==> src/rtl/parking_lot_multigate.sv <==
// parking_lot_multigate
// Multi-gate parking-lot occupancy counter. Each gate has an outer/inner
// photo-sensor pair feeding a direction FSM that emits single-cycle
// enter/exit pulses. A shared saturating counter tracks occupancy and
// raises sticky over/under flags when events have to be dropped.

module parking_lot_multigate #(
    parameter int GATES    = 2,
    parameter int CAPACITY = 16,
    parameter int CNT_W    = $clog2(CAPACITY + 1)
) (
    input  logic             clk,
    input  logic             reset,
    input  logic [GATES-1:0] outer,
    input  logic [GATES-1:0] inner,
    output logic [GATES-1:0] enter_pulse,
    output logic [GATES-1:0] exit_pulse,
    output logic [CNT_W-1:0] count,
    output logic             full,
    output logic             empty,
    output logic             err_over,
    output logic             err_under
);

    // Signed working width: count plus the net of up to 8 simultaneous events.
    localparam int SUM_W = CNT_W + 4;
    localparam logic signed [SUM_W-1:0] CAP_S   = SUM_W'(CAPACITY);
    localparam logic        [CNT_W-1:0] CAP_CNT = CNT_W'(CAPACITY);

    typedef enum logic [2:0] {
        S_IDLE,
        S_E1,     // entering: outer only
        S_E2,     // entering: both blocked
        S_E3,     // entering: inner only
        S_X1,     // exiting: inner only
        S_X2,     // exiting: both blocked
        S_X3,     // exiting: outer only
        S_AMBIG   // unknown sequence, wait for both sensors clear
    } state_t;

    logic [2:0]       r_rel;
    logic [GATES-1:0] r_o_meta;
    logic [GATES-1:0] r_o_sync;
    logic [GATES-1:0] r_i_meta;
    logic [GATES-1:0] r_i_sync;
    state_t           r_state [GATES];
    logic [GATES-1:0] r_enter;
    logic [GATES-1:0] r_exit;
    logic [CNT_W-1:0] r_count;
    logic             r_err_over;
    logic             r_err_under;

    logic             w_run;
    logic             w_first;
    logic [1:0]       w_oi [GATES];
    logic signed [SUM_W-1:0] w_sum;
    logic             w_neg;
    logic             w_over;
    logic [CNT_W-1:0] w_next;

    function automatic logic [3:0] popcnt(input logic [GATES-1:0] v);
        logic [3:0] n;
        n = '0;
        for (int k = 0; k < GATES; k++) begin
            n = n + 4'(v[k]);
        end
        return n;
    endfunction

    // Reset-release pipeline: the FSMs stay frozen on the edge that
    // first sees reset high, then run; r_rel[1] & !r_rel[2] marks the first
    // edge whose synchronised sensor values were sampled after release.
    always_ff @(posedge clk or negedge reset) begin
        if (!reset) begin
            r_rel <= '0;
        end else begin
            // NOTE: sequential state uses non-blocking assignments so every
            // flop samples pre-edge values regardless of statement order.
            r_rel <= {r_rel[1:0], 1'b1};
        end
    end

    assign w_run   = r_rel[0];
    assign w_first = r_rel[1] & ~r_rel[2];

    // Two-flop synchronisers for the asynchronous sensor pins.
    always_ff @(posedge clk or negedge reset) begin
        if (!reset) begin
            r_o_meta <= '0;
            r_o_sync <= '0;
            r_i_meta <= '0;
            r_i_sync <= '0;
        end else begin
            r_o_meta <= outer;
            r_o_sync <= r_o_meta;
            r_i_meta <= inner;
            r_i_sync <= r_i_meta;
        end
    end

    // Pack each gate's synchronised {outer, inner} pair for the FSM case.
    always_comb begin
        for (int g = 0; g < GATES; g++) begin
            w_oi[g] = {r_o_sync[g], r_i_sync[g]};
        end
    end

    // Per-gate direction FSMs with registered enter/exit pulses.
    always_ff @(posedge clk or negedge reset) begin
        if (!reset) begin
            // NOTE: the state array is only a handful of flops per gate, so
            // every element is reset explicitly rather than left undefined.
            for (int g = 0; g < GATES; g++) begin
                r_state[g] <= S_IDLE;
            end
            r_enter <= '0;
            r_exit  <= '0;
        end else begin
            r_enter <= '0;
            r_exit  <= '0;
            if (w_run) begin
                for (int g = 0; g < GATES; g++) begin
                    case (r_state[g])
                        S_IDLE: begin
                            if (w_first && (w_oi[g] != 2'b00)) begin
                                // A sensor blocked across reset: passage unknown.
                                r_state[g] <= S_AMBIG;
                            end else begin
                                case (w_oi[g])
                                    2'b00:   r_state[g] <= S_IDLE;
                                    2'b10:   r_state[g] <= S_E1;
                                    2'b01:   r_state[g] <= S_X1;
                                    default: r_state[g] <= S_AMBIG;
                                endcase
                            end
                        end
                        S_E1: begin
                            case (w_oi[g])
                                2'b10:   r_state[g] <= S_E1;
                                2'b11:   r_state[g] <= S_E2;
                                2'b00:   r_state[g] <= S_IDLE;
                                default: r_state[g] <= S_AMBIG;
                            endcase
                        end
                        S_E2: begin
                            case (w_oi[g])
                                2'b11:   r_state[g] <= S_E2;
                                2'b01:   r_state[g] <= S_E3;
                                2'b10:   r_state[g] <= S_E1;
                                default: r_state[g] <= S_AMBIG;
                            endcase
                        end
                        S_E3: begin
                            case (w_oi[g])
                                2'b01:   r_state[g] <= S_E3;
                                2'b11:   r_state[g] <= S_E2;
                                2'b00: begin
                                    r_state[g] <= S_IDLE;
                                    r_enter[g] <= 1'b1;
                                end
                                default: r_state[g] <= S_AMBIG;
                            endcase
                        end
                        S_X1: begin
                            case (w_oi[g])
                                2'b01:   r_state[g] <= S_X1;
                                2'b11:   r_state[g] <= S_X2;
                                2'b00:   r_state[g] <= S_IDLE;
                                default: r_state[g] <= S_AMBIG;
                            endcase
                        end
                        S_X2: begin
                            case (w_oi[g])
                                2'b11:   r_state[g] <= S_X2;
                                2'b10:   r_state[g] <= S_X3;
                                2'b01:   r_state[g] <= S_X1;
                                default: r_state[g] <= S_AMBIG;
                            endcase
                        end
                        S_X3: begin
                            case (w_oi[g])
                                2'b10:   r_state[g] <= S_X3;
                                2'b11:   r_state[g] <= S_X2;
                                2'b00: begin
                                    r_state[g] <= S_IDLE;
                                    r_exit[g]  <= 1'b1;
                                end
                                default: r_state[g] <= S_AMBIG;
                            endcase
                        end
                        default: begin
                            if (w_oi[g] == 2'b00) begin
                                r_state[g] <= S_IDLE;
                            end
                        end
                    endcase
                end
            end
        end
    end

    // Net this cycle's events against the count, then clamp to 0..CAPACITY.
    always_comb begin
        // NOTE: every always_comb output gets a default first so no path
        // leaves it unassigned and no latch is inferred.
        w_sum  = SUM_W'(r_count) + SUM_W'(popcnt(r_enter)) - SUM_W'(popcnt(r_exit));
        w_neg  = w_sum[SUM_W-1];
        w_over = !w_neg && (w_sum > CAP_S);
        w_next = w_sum[CNT_W-1:0];
        if (w_over) begin
            w_next = CAP_CNT;
        end else if (w_neg) begin
            w_next = '0;
        end
    end

    // Occupancy register and sticky drop flags.
    always_ff @(posedge clk or negedge reset) begin
        if (!reset) begin
            r_count     <= '0;
            r_err_over  <= 1'b0;
            r_err_under <= 1'b0;
        end else begin
            r_count <= w_next;
            if (w_over) begin
                r_err_over <= 1'b1;
            end
            if (w_neg) begin
                r_err_under <= 1'b1;
            end
        end
    end

    assign enter_pulse = r_enter;
    assign exit_pulse  = r_exit;
    assign count       = r_count;
    assign full        = (r_count == CAP_CNT);
    assign empty       = (r_count == '0);
    assign err_over    = r_err_over;
    assign err_under   = r_err_under;

endmodule
==> config.mk <==
export PLATFORM = sky130hd
export DESIGN_NAME = parking_lot_multigate
export DESIGN_NICKNAME = d
export VERILOG_FILES = /design/src/rtl/parking_lot_multigate.sv
export SDC_FILE = /design/constraint.sdc
export NUM_CORES = 1
export LEC_CHECK = 0
export CAP_MARGIN = 30
export CORE_UTILIZATION = 35
export CTS_CLUSTER_SIZE = 40
export DETAILED_ROUTE_END_ITERATION = 12
export GPL_TIMING_DRIVEN = 0
export REMOVE_ABC_BUFFERS = 1
export SYNTH_ARGS = -nofsm -noshare
export SYNTH_HDL_FRONTEND = slang
export SYNTH_SLANG_ARGS = --single-unit
==> constraint.sdc <==
create_clock -name clk -period 3.6 [get_ports clk]
set_clock_uncertainty 0.05 [all_clocks]
set_input_delay 0.9 -clock clk [delete_from_list [all_inputs] [get_ports clk]]
set_output_delay 0.9 -clock clk [all_outputs]
set_load 0.005 [all_outputs]
### After elaboration in Yosys (flattened, before gate mapping)

Cells that the tools add are included.

| operators by class | value |
|---|---|
| equality and inequality tests | 19 |
| bitwise gates (word level) | 2 |
| reduce and logical (&&, ||, !) cells | 15 |
| $add $sub $neg | 4 |
| magnitude comparators | 1 |
| multiplexer cells | 30 |

Operators by type and width:

| operator | count |
|---|---|
| $pmux W3 S3 | 12 |
| $pmux W3 S7 | 2 |
| $eq A3 B3 Y1 const B | 6 |
| $reduce_bool A8 Y1 | 2 |
| $eq A3 B2 Y1 const B | 4 |
| $mux W3 | 4 |
| $pmux W2 S3 | 2 |
| $mux W5 | 2 |
| $eq A2 B2 Y1 const B | 4 |
| $gt A7 B6 Y1 const B | 1 |
| $sub A6 B2 Y7 | 1 |
| $add A5 B2 Y6 | 1 |
| $eq A3 B1 Y1 const B | 2 |
| $logic_not A3 Y1 | 2 |
| $mux W1 | 6 |
| $eq A5 B5 Y1 const B | 1 |
| $logic_not A5 Y1 | 1 |
| $add A1 B1 Y2 | 2 |
| $eq A2 B1 Y1 const B | 2 |
| $logic_not A2 Y1 | 2 |
| $mux W2 | 2 |
| $reduce_and A2 Y1 | 2 |
| $reduce_bool A2 Y1 | 2 |
| $logic_and A1 B1 Y1 | 3 |
| other kinds (3) | 3 |

| word-level totals | value |
|---|---|
| bits in registers | 28 |
| output and inout port bits | 13 |

### Logic depth before layout (Yosys ltp)

Gate-level depths: netlist of run 1.

| logic depth | value |
|---|---|
| word-level depth | 6 |
| depth in mapped cells | 12 |
| mapped depth without buffers | 12 |

### Worst setup path before layout of run 1

No wires, ideal clock.

| timing path | value |
|---|---|
| path kind | flip-flop to flip-flop |
| from | register r_enter[1] (netlist: enter_pulse[1]) |
| to | register r_count[1] (netlist: count[1]) |
| setup slack | 0.775 ns |
| arrival | 2.645 ns |
| required time | 3.420 ns |
| cell stages (with the launch flop) | 12 |
| buffers on the path | 0 |
| path through | dfrtp_1 -> fa_1 -> inv_1 -> fa_1 -> inv_1 -> ha_1 -> inv_1 -> fa_1 -> and3b_1 -> a21o_1 -> a2bb2oi_1 -> nor3b_1 |

| between the ends | value |
|---|---|
| longest elaborated chain between the ends | 6 |

Ends and longest elaborated chain:

| what | line | source |
|---|---|---|
| start: declaration | 47 | `logic [GATES-1:0] r_enter;` |
| start signal: assignment | 116 | `r_enter <= '0;` |
| start signal: assignment | 119 | `r_enter <= '0;` |
| start signal: indexed assignment | 159 | `r_enter[g] <= 1'b1;` |
| $add A1 B1 Y2 * | 65 | `n = n + 4'(v[k]);` |
| $add A5 B2 Y6 * | 206 | `w_sum = SUM_W'(r_count) + SUM_W'(popcnt(r_enter)) - SUM_W'(popcnt(r_exit));` |
| $sub A6 B2 Y7 * | 206 |  |
| $gt A7 B6 Y1 / $logic_not A1 Y1 (equally long branches) | 208 | `w_over = !w_neg && (w_sum > CAP_S);` |
| $logic_and A1 B1 Y1 | 208 |  |
| $mux W5 * | 210 | `if (w_over) begin` |
| named net w_next[1] | 59 | `logic [CNT_W-1:0] w_next;` |
| end signal: assignment | 224 | `r_count <= w_next;` |
| end: declaration | 49 | `logic [CNT_W-1:0] r_count;` |

Mark *: on every way through the listed nets, which the timed path passes. The rest lies on a longest branch.
A chain may end at the register's enable or synchronous reset.

### Worst setup path after layout of run 1

Ends and elaborated chain as after synthesis.

==> results by group, run 1 <==
Placement
  – PortBufs: 18
  – Inst Count DP: 274
  – Placer congestion estimate: 0.804
  – DP Wirelength: 2540 um

CTS
  – CTS tree: yes
  – H-tree levels: 1
  – Gates resized, CTS repair: 0
  – Clk sinks: 28
  – Clock slew at reported path FFs: 90 ps
  – Clock root buffer: clkbuf_8
  – CTS buffer count: 3
  – Clk Latency, worst-skew pair: 270 ps
  – Post-CTS Setup Inserts: 0
  – CTS Hold Bufs: 0
  – CTS max path bufs: 2

Die
  – Num rows: 26
  – Core area: 0.00514 mm^2
  – Die footprint: 0.00567 mm^2
  – Starting density of the core: 36.6%
  – Die X-Extent: 75.3 um
  – Ports: 19
  – Die Span Y: 75.3 um

Pwr
  – Cell Pwr Density: 739 mW/mm^2
  – Leak Pwr: 0.924 nW
  – Worst VDD drop: 0.298 mV

STA
  – Post-layout minimum cycle time: 3040 ps
  – Finish-stage setup viols: 0
  – Relative slew slack: 62.0%
  – Fmax: 329 MHz
  – RSZ-0062 raised after global routing: false
  – Tightest Pin Transition: 570 ps
  – Fin crit share: 84.4%
  – Final Hold Viols: 0
  – Setup TNS: 0 ps
  – Slew Limit Fails: 0
  – Hold slack: 306 ps

Flow run
  – Max Cap Viol: 0

Route
  – Total Wirelength: 3270 um
  – Pre-Repair DR Iteration Count: 4
  – 1st-iter DRT viols: 32
  – DRC Markers: 0
  – Vias per cell: 5.21
  – Vias: 1442
  – Post-route ant nets: 0
  – Routed length per instance: 11.8 um

Synth
  – Post-synth EDFFs: 0
  – Post-Synthesis Cells: 196
  – Syn avg cell area: 9.59 um^2
  – FFs w/ async S/R, synth: 100%
  – Warnings, synthesis: 0
  – Sequential area share after synthesis: 37.3%
  – Register bit total from synthesis: 28
  – Syn Std Cell Area: 0.00188 mm^2
  – Synth unique cells: 48
  – Top FF cell, synth: dfrtp_1

Layout
  – Fillers: 533
  – Syn-to-layout area delta: 14.2%
  – Share of cells above drive strength 1: 4.83%
  – Register area: 701 um^2
  – Final #Nets: 237
  – Multi-input gate area: 0.00103 mm^2
  – Finished Core Util: 41.8%
  – Diodes inserted: 0
  – Post-route insts no fill: 277

Worst hold path
  – Hold Path Sink: r_o_sync[1]
  – HP Start: r_o_meta[1]
  – Hold Path Class: reg -> reg
  – Cell count of the worst hold path: 0

GRT
  – Initial antenna violation count: 0
  – Vias in the first global route: 1327
  – Largest net degree at the start of global routing: 22
  – All-layer global routing usage: 13.4%
  – First-pass GRT wire length: 5770 um
  – Grt ovf: 0

Critical path
  – Worst setup path startpoint: enter_pulse[1]
  – Crit path launch type: flip-flop
  – Data arrival, critical path: 3170 ps
  – CP max FO: 4
  – Reg-to-reg startpoint: enter_pulse[1]
  – CP required: 3730 ps
  – FF-to-FF End: count[1]
  – Crit Path Class: reg -> reg
  – R2R Setup Slk: 560 ps
  – R2R cell count: 11
  – Crit end category: flip-flop

Outcome
  – Status: finished clean
## sequential cells by signal, indices dropped and copies added (netlist names)
| signal | flops |
|---|---|
| r_i_meta | 2 |
| r_o_meta | 2 |
| r_rel | 3 |
| exit_pulse | 2 |
| r_o_sync | 2 |
| r_state | 6 |
| err_over | 1 |
| r_i_sync | 2 |
| count | 5 |
| err_under | 1 |
| enter_pulse | 2 |
## worst max-delay path, stage by stage (launching register included)
cell and delay (ps):
dfrtp_1 410, fa_1 540, inv_1 50, fa_1 350
inv_1 60, ha_1 160, inv_1 60, fa_1 420
xnor2_1 360, a21oi_1 110, a2bb2oi_1 180, nor3b_1 210
## power by group
group	internal, W	switching [W]
Clock	0.0000750	0.0000899
Combinational	0.000464	0.000410
Sequential	0.000382	0.000165
Total	0.000920	0.000665
## final cells by class
| type | count | area share [%] |
|---|---|---|
| well taps | 70 | 4.08 |
| clock buffers | 3 | 1.92 |
| multi-input cells | 133 | 48.1 |
| flip-flops and latches | 28 | 32.6 |
| inverters | 24 | 4.20 |
| repair buffers | 19 | 9.09 |
## metrics by stage
stage	area (um^2)	setup WS [ps]	power [W]
final	2150	561	0.00159
after detailed placement	2110	555	0.00143
after global placement	2090	565	0.00142
after global routing	2150	368	0.00173
after floorplan	1820	775	0.00117
after CTS	2150	528	0.00160
## how the worst max path moves through the flow
stage / slack [ps] / end / cells after the start
finish: 560 / count[1] / 11
global route: 370 / count[1] / 11
global placement: 560 / count[1] / 11
detailed placement: 550 / count[0] / 11
CTS: 530 / count[0] / 11
floorplan: 780 / count[1] / 11
## layer usage
layer,vias up,global-route usage [%],share of wire [%]
li1,703,-,-
met1,709,17.1,48
met2,26,23.8,48
met3,4,1.61,2.9
met4,0,4.32,1.3
met5,-,0,0
## layout by cell type (no fill, tap or decap), types with 5 or more instances in the layout
| cell type | Yosys | routed |
|---|---|---|
| o21ai_0 | 10 | 10 |
| nor2_1 | 9 | 9 |
| ha_1 | 19 | 19 |
| nor3b_1 | 6 | 6 |
| nand2b_1 | 5 | 5 |
| nor3_1 | 6 | 6 |
| clkdlybuf4s50_1 | 0 | 18 |
| nand2_1 | 9 | 9 |
| a21oi_1 | 8 | 8 |
| dfrtp_1 | 28 | 28 |
| inv_1 | 24 | 24 |
## Yosys cell counts (all sizes together), types with 2 or more instances
master	n	area share, %
clkbuf	3	0.60
nand2b	5	1.7
a31oi	3	1.0
and3b	2	0.93
a22o	2	0.93
nand2	9	1.8
xor2	3	1.4
buf	8	2.4
nor2	9	1.8
a21oi	8	2.1
fa	3	3.2
nor3	6	1.6
dfrtp	28	37
a2bb2oi	2	0.93
o221a	2	1.2
ha	19	13
inv	24	4.8
o21ai	10	2.7
nor3b	6	2.4
nand3	4	1.1
a211oi	4	1.9
or3	2	0.67
o211ai	3	1.2
mux2i	4	2.1
nor4b	4	1.9
a21o	4	1.6
## kinds of logic (layout without fill, tap and decap cells)
| family | after synthesis | after routing | synth area share, % |
|---|---|---|---|
| multiplexers | 4 | 4 | 2.13 |
| other | 1 | 1 | 0.200 |
| flip-flops | 28 | 28 | 37.3 |
| adder cells (fa/ha/maj) | 22 | 22 | 15.8 |
| AO/OA/AOI/OAI | 49 | 49 | 18.6 |
| AND/OR/NAND/NOR | 53 | 53 | 16.2 |
| XOR/XNOR | 4 | 4 | 1.86 |
| buffers and inverters | 35 | 46 | 7.79 |
Power figures use the tool's default switching activity.
==> run 2, diff against run 1 <==
==> constraint.sdc (replaced) <==
create_clock -name clk -period 2.5 [get_ports clk]
set_clock_uncertainty 0.05 [all_clocks]
set_input_delay 0.625 -clock clk [delete_from_list [all_inputs] [get_ports clk]]
set_output_delay 0.625 -clock clk [all_outputs]
set_load 0.005 [all_outputs]
==> run 2 against run 1 <==
  * The flow now finishes with violations (negative setup slack)
  * Fmax is 6.1% higher
  * Power is 60% higher
  * Sequential power up 44%
  * Clock power rose by 44%
  * Routed wire length increased by 2.3%
  * Die area unchanged
  * Critical endpoint unchanged
  * Critical path depth rose by 1
  * Final cell count up 0.72%
  * First-iteration DRC count shrank 3.1%
  * Design area rose by 3.7%
  * Global-route usage is 0.12 points higher
  * Utilization is 1.6 points higher
==> results by group, run 2 (same netlist as run 1, synthesis figures left out) <==
Layout
  – Max reg flops: 6 (unchanged)
  – Finished Core Util: 43.3% (+1.6 points)
  – Design area: 0.00223 mm^2 (+3.7%)
  – Most common cell after layout, fill and taps aside: dfrtp_1
  – Syn-to-layout area delta: 18.5%
  – Final #Nets: 239 (+0.84%)
  – Top reg by flops: r_state
  – Commonest non-fill, non-tap cells in the layout: dfrtp_1 (28), inv_1 (21), ha_1 (18)
  – Diodes inserted: 0 (unchanged)
  – Share of cells above drive strength 1: 12.0% (+7.1 points)

Route
  – DRC Markers: 0 (unchanged)
  – Vias: 1454 (+0.83%)
  – Pre-Repair DR Iteration Count: 4 (unchanged)
  – 1st-iter DRT viols: 31 (-3.1%)
  – Routed length per instance: 12.0 um (+1.5%)
  – Total Wirelength: 3350 um (+2.3%)
  – Vias per cell: 5.21 (+0.11%)
  – Post-route ant nets: 0 (unchanged)

STA
  – RSZ-0062 raised after global routing: true
  – Fin crit share: 115% (+30 points)
  – Final Hold Viols: 0 (unchanged)
  – Setup TNS: -1910 ps (-1910 ps)
  – Finish-stage setup viols: 6 (+6)
  – Setup ws final: -365 ps (-925 ps)
  – Relative slew slack: 61.9% (-0.088 points)
  – Post-layout minimum cycle time: 2860 ps (-175 ps)
  – Tightest Pin Transition: 571 ps (+1.32 ps)
  – Slew Limit Fails: 0 (unchanged)
  – Fmax: 349 MHz (+6.1%)

Critical path
  – CP required: 2610 ps (-1120 ps)
  – Crit end category: flip-flop
  – Crit path launch type: flip-flop
  – Data arrival, critical path: 2980 ps (-190 ps)
  – Crit Path Class: reg -> reg
  – CP max FO: 3 (-1)

GRT
  – M3 GR Usage: 1.61% (unchanged)
  – Grt ovf: 0 (unchanged)
  – Grt met2 use: 24.2% (+0.40 points)
  – Vias in the first global route: 1345 (+1.4%)
  – First-pass GRT wire length: 5800 um (+0.59%)
  – All-layer global routing usage: 13.5% (+0.12 points)
  – Busiest grt layer: met2
  – Largest net degree at the start of global routing: 22 (unchanged)
  – Routing usage on met1: 17.1% (about the same)
  – Initial antenna violation count: 0 (unchanged)

Die
  – Num rows: 26 (unchanged)
  – Die X-Extent: 75.3 um (unchanged)
  – Ports: 19 (unchanged)
  – Die footprint: 0.00567 mm^2 (unchanged)
  – Die Span Y: 75.3 um (unchanged)
  – Starting density of the core: 36.6% (unchanged)
  – Core area: 0.00514 mm^2 (unchanged)

CTS
  – CTS tree: yes
  – Clk Latency, worst-skew pair: 270 ps (about the same)
  – CTS buffer count: 3 (unchanged)
  – H-tree levels: 1 (unchanged)
  – Clk sinks: 28 (unchanged)
  – CTS Hold Bufs: 0 (unchanged)
  – Clock slew at reported path FFs: 90 ps (about the same)
  – Clock root buffer: clkbuf_8
  – CTS max path bufs: 2 (unchanged)

Placement
  – DP Wirelength: 2540 um (unchanged)
  – Area post-placement: 0.00211 mm^2 (unchanged)
  – PortBufs: 18 (unchanged)
  – Placer congestion estimate: 0.804 (unchanged)

Worst hold path
  – Hold Path Class: reg -> reg

Outcome
  – Violated checks: negative setup slack
  – Status: finished with violations

Pwr
  – Cell Pwr Density: 1140 mW/mm^2 (+55%)
  – Worst VDD drop: 0.526 mV (+77%)
  – Overall power: 0.00254 W (+60%)
  – Leak Pwr: 0.955 nW (+3.3%)

Flow run
  – Max Cap Viol: 0 (unchanged)
run 2: cell types whose count changed in the layout (fill, tap and decap cells not counted), sizes merged:
cell,previous run,this run
dlymetal6s2s,0,1
buf,1,3
clkdlybuf4s50,18,17
run 2: layout make-up:
cell class | count | area (um^2)
Sequential cell | 28 | 701
Inverter | 24 | 90.1
Multi-Input combinational cell | 133 | 1090
Tap cell | 70 | 87.6
Clock buffer | 3 | 41.3
Timing Repair Buffer | 21 | 213
Fill cell | 520 | 2910
run 2: path summary, 6_finish.rpt:
check | from | end | slack [ps] | cells past startpoint
max in group asynchronous | reset | enter_pulse[1] | 1320 | 2
max reg2reg | exit_pulse[1] | count[1] | -360 | 12
min reg2reg | r_o_meta[1] | r_o_sync[1] | 310 | 0
max | exit_pulse[1] | count[1] | -360 | 12
min in group asynchronous | reset | r_i_meta[1] | 600 | 1
min | r_o_meta[1] | r_o_sync[1] | 310 | 0
run 2: worst max-delay path: stages (launching register included):
cell	delay (ps)
dfrtp_1	390
inv_2	50
fa_1	530
inv_1	50
fa_2	330
inv_2	70
ha_4	120
inv_2	40
fa_2	450
and3b_2	240
a21oi_2	170
a2bb2oi_4	210
nor3b_2	60
run 2: power by group:
group	internal, W	switching [W]	total [W]
combinational	0.000809	0.000709	0.00152
clock	0.000108	0.000129	0.000237
sequential	0.000549	0.000240	0.000789
total	0.00147	0.00108	0.00254
run 2: routing by layer:
metal | wire length [um] | share of wire [%]
met1 | 1570 | 47
met2 | 1620 | 48
met3 | 112 | 3.3
met4 | 44 | 1.3
met5 | 0 | 0
run 2: timing repair:
| item | CTS | global route |
|---|---|---|
| pin swaps | 8 | 0 |
| buffers inserted | 1 | 1 |
| resized for setup | 16 | 1 |
| endpoints found under the setup margin | 6 | 7 |
run 2: through the flow:
stage | worst slack, ps | hold slack [ps] | cells
CTS | -387 | 309 | 278
global placement | -535 | 283 | 273
detailed placement | -545 | 287 | 274
global route | -483 | 313 | 279
finish | -365 | 306 | 279
floorplan | -325 | 279 | 185
